==> src/rtl/word_uart_tx.sv <==
// rtl/word_uart_tx.sv - 32-bit word serializer over 8N1 UART, four bytes MSB-first
module word_uart_tx #(
    parameter int CLKS_PER_BIT = 434
) (
    input  logic        Clk,
    input  logic        Reset,
    input  logic [31:0] data_out_32,
    input  logic        data_rdy,
    output logic        tx,
    output logic        busy,
    output logic        tx_done
);

    localparam int CW = (CLKS_PER_BIT > 2) ? $clog2(CLKS_PER_BIT) : 1;
    localparam logic [CW-1:0] BAUD_LAST = CW'(CLKS_PER_BIT - 1);

    typedef enum logic [1:0] {
        IDLE  = 2'd0,
        START = 2'd1,
        DATA  = 2'd2,
        STOP  = 2'd3
    } state_t;

    state_t        state_q, state_d;
    logic [CW-1:0] baud_q, baud_d;
    logic [2:0]    bit_q, bit_d;
    logic [1:0]    byte_q, byte_d;
    logic [31:0]   shift_q, shift_d;
    logic          tx_q, tx_d;
    logic          busy_q, busy_d;
    logic          done_q, done_d;
    logic          rdy_q;
    logic          req;
    logic          bit_end;

    assign req     = data_rdy & ~rdy_q;
    assign bit_end = (baud_q == BAUD_LAST);

    always_comb begin
        state_d = state_q;
        baud_d  = baud_q;
        bit_d   = bit_q;
        byte_d  = byte_q;
        shift_d = shift_q;
        done_d  = 1'b0;
        tx_d    = 1'b1;

        if (state_q != IDLE) begin
            baud_d = bit_end ? '0 : baud_q + 1'b1;
        end

        case (state_q)
            IDLE: begin
                if (req) begin
                    state_d = START;
                    shift_d = data_out_32;
                    baud_d  = '0;
                    bit_d   = '0;
                    byte_d  = '0;
                end
            end
            START: begin
                if (bit_end) begin
                    state_d = DATA;
                    bit_d   = '0;
                end
            end
            DATA: begin
                // bit index wraps 7->0 on the way into STOP
                if (bit_end) begin
                    bit_d = bit_q + 1'b1;
                    if (bit_q == 3'd7) begin
                        state_d = STOP;
                    end
                end
            end
            STOP: begin
                if (bit_end) begin
                    if (byte_q == 2'd3) begin
                        state_d = IDLE;
                        byte_d  = '0;
                        done_d  = 1'b1;
                    end else begin
                        state_d = START;
                        byte_d  = byte_q + 1'b1;
                    end
                end
            end
            default: state_d = IDLE;
        endcase

        // tx is registered from the next state so the line moves on the same edge as the FSM
        case (state_d)
            START:   tx_d = 1'b0;
            DATA:    tx_d = shift_d[{~byte_d, bit_d}];
            default: tx_d = 1'b1;
        endcase

        busy_d = (state_d != IDLE);
    end

    always_ff @(posedge Clk or negedge Reset) begin
        if (!Reset) begin
            state_q <= IDLE;
            baud_q  <= '0;
            bit_q   <= '0;
            byte_q  <= '0;
            shift_q <= '0;
            tx_q    <= 1'b1;
            busy_q  <= 1'b0;
            done_q  <= 1'b0;
            rdy_q   <= 1'b1;
        end else begin
            state_q <= state_d;
            baud_q  <= baud_d;
            bit_q   <= bit_d;
            byte_q  <= byte_d;
            shift_q <= shift_d;
            tx_q    <= tx_d;
            busy_q  <= busy_d;
            done_q  <= done_d;
            rdy_q   <= data_rdy;
        end
    end

    assign tx      = tx_q;
    assign busy    = busy_q;
    assign tx_done = done_q;

endmodule
==> config.mk <==
export PLATFORM = sky130hd
export DESIGN_NAME = word_uart_tx
export DESIGN_NICKNAME = d
export VERILOG_FILES = /design/src/rtl/word_uart_tx.sv
export SDC_FILE = /design/constraint.sdc
export NUM_CORES = 1
export LEC_CHECK = 0
export BUFFER_PORTS_ARGS = -buffer_cell sky130_fd_sc_hd__buf_2
export CAP_MARGIN = 0
export CORE_ASPECT_RATIO = 0.7
export CORE_UTILIZATION = 60
export CTS_BUF_LIST = sky130_fd_sc_hd__clkbuf_4
export DETAILED_ROUTE_END_ITERATION = 8
export PLACE_DENSITY = 0.83
export RECOVER_POWER = 100
export SETUP_SLACK_MARGIN = 0.15
export SKIP_CTS_REPAIR_TIMING = 1
export SYNTH_ARGS = -nofsm -noshare
export SYNTH_HDL_FRONTEND = slang
export SYNTH_SLANG_ARGS = --single-unit
==> constraint.sdc <==
create_clock -name Clk -period 10.3 [get_ports Clk]
set_clock_uncertainty 0.05 [all_clocks]
set_input_delay 3.09 -clock Clk [delete_from_list [all_inputs] [get_ports Clk]]
set_output_delay 3.09 -clock Clk [all_outputs]
set_load 0.01 [all_outputs]
# Word level (Yosys, flattened, before mapping)
# Index checks and enable logic that the tools add are counted.
classes:
  n_reduce_logical: 3
  n_mux: 27
  magnitude_cmp: 1
  n_bitwise: 3
  eq_ne: 8
  add_sub_neg: 3
ops:
  columns: ["operator", "count"]
  rows:
  - ["two-way mux 32 bit", 2]
  - ["two-way mux 9 bit", 4]
  - ["two-way mux 2 bit", 8]
  - ["adder 9 x 1 -> 9 bit (second input constant)", 1]
  - ["== test 9 bit (second input constant)", 1]
  - ["two-way mux 3 bit", 3]
  - ["case mux 3 bit (3 select lines)", 1]
  - ["== test 2 bit (second input constant)", 4]
  - ["case mux 2 bit (4 select lines)", 1]
  - ["less-than comparator 5 x 6 -> 1 bit (second input constant)", 1]
  - ["binary-select mux 1 bit (select 5 bit)", 1]
  - ["two-way mux 1 bit", 5]
  - ["== test 2 x 1 -> 1 bit (second input constant)", 2]
  - ["case mux 2 bit (2 select lines)", 1]
  - ["nonzero test 2 bit", 2]
  - ["adder 3 x 1 -> 3 bit (second input constant)", 1]
  - ["== test 3 bit (second input constant)", 1]
  - ["adder 2 x 1 -> 2 bit (second input constant)", 1]
  - ["logical NOT 2 bit", 1]
  - ["inverter 2 bit", 1]
  - ["case mux 1 bit (2 select lines)", 1]
  - ["bitwise AND 1 bit", 1]
  - ["inverter 1 bit", 1]
totals:
  input_bits: 35
  elab_cells: 54
  output_inout_bits: 3
  reg_bits: 52

# Longest topological paths before layout
depth:
  ltp_word: 8
  depth_mapped: 17
  mapped_depth_nobuf: 15

# Least setup slack after synthesis
# Ideal clock, no wire load.
synth_timing:
  path_kind: "input port to flip-flop"
  from: "in data_rdy"
  to: "reg tx_q (netlist: tx)"
  setup_ps: 105
  slack_ps: 5339
  path_buffers: 2
  arrival_time_ps: 4805
  stages: 9
  cell_sequence: "nand2b_1 -> or2_2 -> clkbuf_1 -> buf_2 -> mux2_2 -> nor2_1 -> or3_2 -> o311a_1 -> o41ai_1"
synth_between:
  elab_cells_between_ends: 15
synth_lines:
  columns: ["element", "line", "text"]
  rows:
  - ["start, declared", "8", "input logic data_rdy,"]
  - ["bitwise AND 1 bit", "36", "assign req = data_rdy & ~rdy_q;"]
  - ["two-way mux 32 bit", "54", "if (req) begin"]
  - ["two-way mux 32 bit", "52", "case (state_q)"]
  - ["net shift_d[4]", "28", "logic [31:0] shift_q, shift_d;"]
  - ["binary-select mux 1 bit (select 5 bit)", "95", "DATA: tx_d = shift_d[{~byte_d, bit_d}];"]
  - ["two-way mux 1 bit (not written as such)", "95", null]
  - ["case mux 1 bit (2 select lines)", "93", "case (state_d)"]
  - ["net tx_d", "29", "logic tx_q, tx_d;"]
  - ["end signal, assigned", "119", "tx_q <= tx_d;"]
  - ["end, declared", "29", null]
# The timed path passes the listed nets, and every way through them passes these cells. The select of a mux whose other input is x is not followed.

# Worst setup path after layout
# Ends and elaborated chain as after synthesis.

==> results.json <==
{
  "status": "finished, violations left",
  "violations": "capacitance limit, slew limit",
  "grt_max_degree": 53,
  "max_freq_mhz": 163,
  "dieWidth_um": 82.6,
  "core-area_sq_um": 4350,
  "critPathKind": "input pin to flop",
  "setup_violations": 0,
  "antenna_cells": 0,
  "fin_crit_sh_pct": 59.6,
  "path_clk_slew_ns": 0.15,
  "finalPower_w": 0.000326,
  "totalWireLength_um": 5040,
  "post_drt_wl_per_cell_um": 15.4,
  "start_util_pct": 62.6,
  "tightest_slew_ns": 2.64,
  "ys.flop_type": "dfrtp_1",
  "drc": 0,
  "required_ns": 10.57,
  "synth_top_cell_area_share_pct": 45.9,
  "hpwl_um": 3640,
  "cts.path.max_buffers": 2,
  "ys_seq_area_share_pct": 47.8,
  "synth_warnings": 0,
  "ios": 38,
  "worstPathCellList": "clkbuf_1 > nand2b_1 > or2_0 > mux2_1 > mux2i_1 > nor2_1 > a2111oi_0 > o41a_1 > o41ai_1",
  "fp.dieArea_sq_um": 4820,
  "vias": 1876,
  "min_period_ns": 6.14,
  "worstPathArrival_ns": 6.41,
  "die_height_um": 58.4,
  "grt_pass1_wl_um": 8420,
  "rsz0062_at_grt": "false",
  "cp_slowest_cell": "or2_0",
  "fill_cells": 345,
  "power.leakage_nw": 1.36,
  "postSynthCellCount": 235,
  "synth_area_leaders": "dfrtp_1, mux2_2, ha_1, mux2i_1, nor2_1",
  "slew_headroom_pct": -75.7,
  "avgSynthCellArea_sq_um": 11.6,
  "synth_edf_count": 0,
  "startpoint_type": "input pin",
  "powerDensity_nw_per_um2": 111,
  "final.setup.tns_ns": 0,
  "place.gp.congestion": 0.862,
  "antenna_found_initial": 0,
  "clockRootBuffer": "clkbuf_4",
  "cts_max_level": 2,
  "cts.sinks": 52,
  "cts_buffers": 5,
  "hold_violations": 0,
  "min_path_type": "flop to flop",
  "core.rowCount": 20,
  "first_pass_iters": 4,
  "drt_iter0_drc": 93,
  "synth_async_sr_flop_share_pct": 100,
  "cp_max_fo": 32,
  "endpoint_kind": "flop",
  "cap_violations": 3,
  "synth_area_sq_um": 2730,
  "drive_gt1_share_pct": 23.2,
  "synth_seq_cells": 52,
  "yosysTopAreaCell": "dfrtp_1",
  "ir_drop_mv": 0.0720,
  "critPathMaxStageDelay_ns": 1.65,
  "drv_slew": 96,
  "r2r_slack_ns": 5.52,
  "grt_pass1_vias": 1811,
  "via_per_inst": 5.75,
  "io_buffers": 37,
  "grt_overflow_total": 0,
  "clock_latency_ns": 0.37,
  "globalRouteTotalUtil_pct": 23.8,
  "syn_nets": 280,
  "cts_tree": "yes",
  "synthDistinctLibCells": 54,
  "area_growth_pct": 8.12,
  "antenna_left": 0,
  "fin_nets": 315
}
layout make-up:
class                           count  area [sq um]  area share, %
Multi-Input combinational cell    161          1290           43.7
Timing Repair Buffer               38           184           6.24
Tap cell                           55          68.8           2.33
Clock buffer                        6          45.0           1.53
Sequential cell                    52          1300           44.2
Inverter                           12          47.5           1.61
Clock inverter                      2          11.3          0.382
layer usage:
metal  vias to the layer above  share of wire [%]  GRT usage, %
li1                        901                  -             -
met3                        10                5.9          5.58
met5                         -                  0             0
met4                         0                1.3          8.62
met1                       912                 50          36.2
met2                        53                 43          33.5
cells by family after synthesis:
family,after synthesis,share of synthesized area [%]
muxes,45,18.1
adders and majority gates,10,4.59
AOI/OAI and AO/OA,34,9.18
and+or+nand+nor,64,13.4
xor gates and xnor gates,8,2.57
buffers and inverters,22,4.31
DFF,52,47.8
metrics by stage:
stage               instances  area, sq um  setup WS, ns  utilization, %  hold slack (ns)
finish                    326         2950          4.16            67.7            0.460
global route              326         2950          3.83            67.7            0.479
CTS                       326         2980          5.17            68.3            0.466
detailed placement        318         2920          4.77            67.0            0.434
global placement          318         2920          4.83            67.0            0.428
floorplan                 235         2730          5.34               -            0.414
state kept, by name (all words and copies together) (netlist names):
register  count
baud_q        9
bit_q         3
busy          1
byte_q        2
rdy_q         1
shift_q      32
state_q       2
tx            1
tx_done       1
final timing paths:
path | start | endpoint | cells after the start
max | data_rdy | tx | 9
min reg2reg | shift_q[23] | shift_q[23] | 1
max reg2reg | baud_q[1] | tx | 15
max in group asynchronous | Reset | shift_q[11] | 2
min in group asynchronous | Reset | state_q[0] | 2
min | shift_q[23] | shift_q[23] | 1
power breakdown:
group / leakage, nW / internal (W) / switching, W
Clock: 0.0293 / 0.0000288 / 0.0000643
Combinational: 0.700 / 0.0000100 / 0.0000108
Sequential: 0.634 / 0.000211 / 0.00000171
Total: 1.36 / 0.000250 / 0.0000768
cell usage after synthesis (2+ instances only):
library cell	n
nand2_1	12
buf_2	2
mux2i_1	10
clkbuf_1	3
or2_2	2
dfstp_2	2
o22ai_1	4
dfrtp_1	50
nand4_1	2
nor2_1	21
nand4b_1	2
and2_1	3
nand2b_1	5
nor2b_1	2
ha_1	10
buf_6	3
buf_4	2
nor4_4	2
nor3_1	4
mux2_2	35
a21oi_1	8
xnor2_1	4
inv_2	2
inv_1	9
o211ai_1	4
xor2_1	4
cells in the final DEF, fill, tap and decap left out, types with 2 or more instances in the layout:
| master | count |
|---|---|
| mux2i_1 | 10 |
| nor2_1 | 22 |
| nand4_1 | 2 |
| buf_2 | 33 |
| nand2b_1 | 5 |
| o211ai_1 | 4 |
| xor2_1 | 4 |
| mux2_2 | 8 |
| mux2_1 | 27 |
| ha_1 | 10 |
| clkbuf_1 | 5 |
| inv_2 | 2 |
| nor3_1 | 4 |
| nor2b_1 | 2 |
| nand4b_1 | 2 |
| dfstp_2 | 2 |
| inv_1 | 9 |
| and2_0 | 2 |
| dfrtp_1 | 50 |
| clkbuf_4 | 6 |
| o22ai_1 | 4 |
| nand2_1 | 12 |
| xnor2_1 | 4 |
| a21oi_1 | 8 |
critical path, delay by kind of cell:
kind            cells  cell delay (ns)
mux                 2             0.59
buf+inv             1             0.09
simple gates        3             1.91
compound gates      3             0.74
Power figures use the tool's default switching activity.
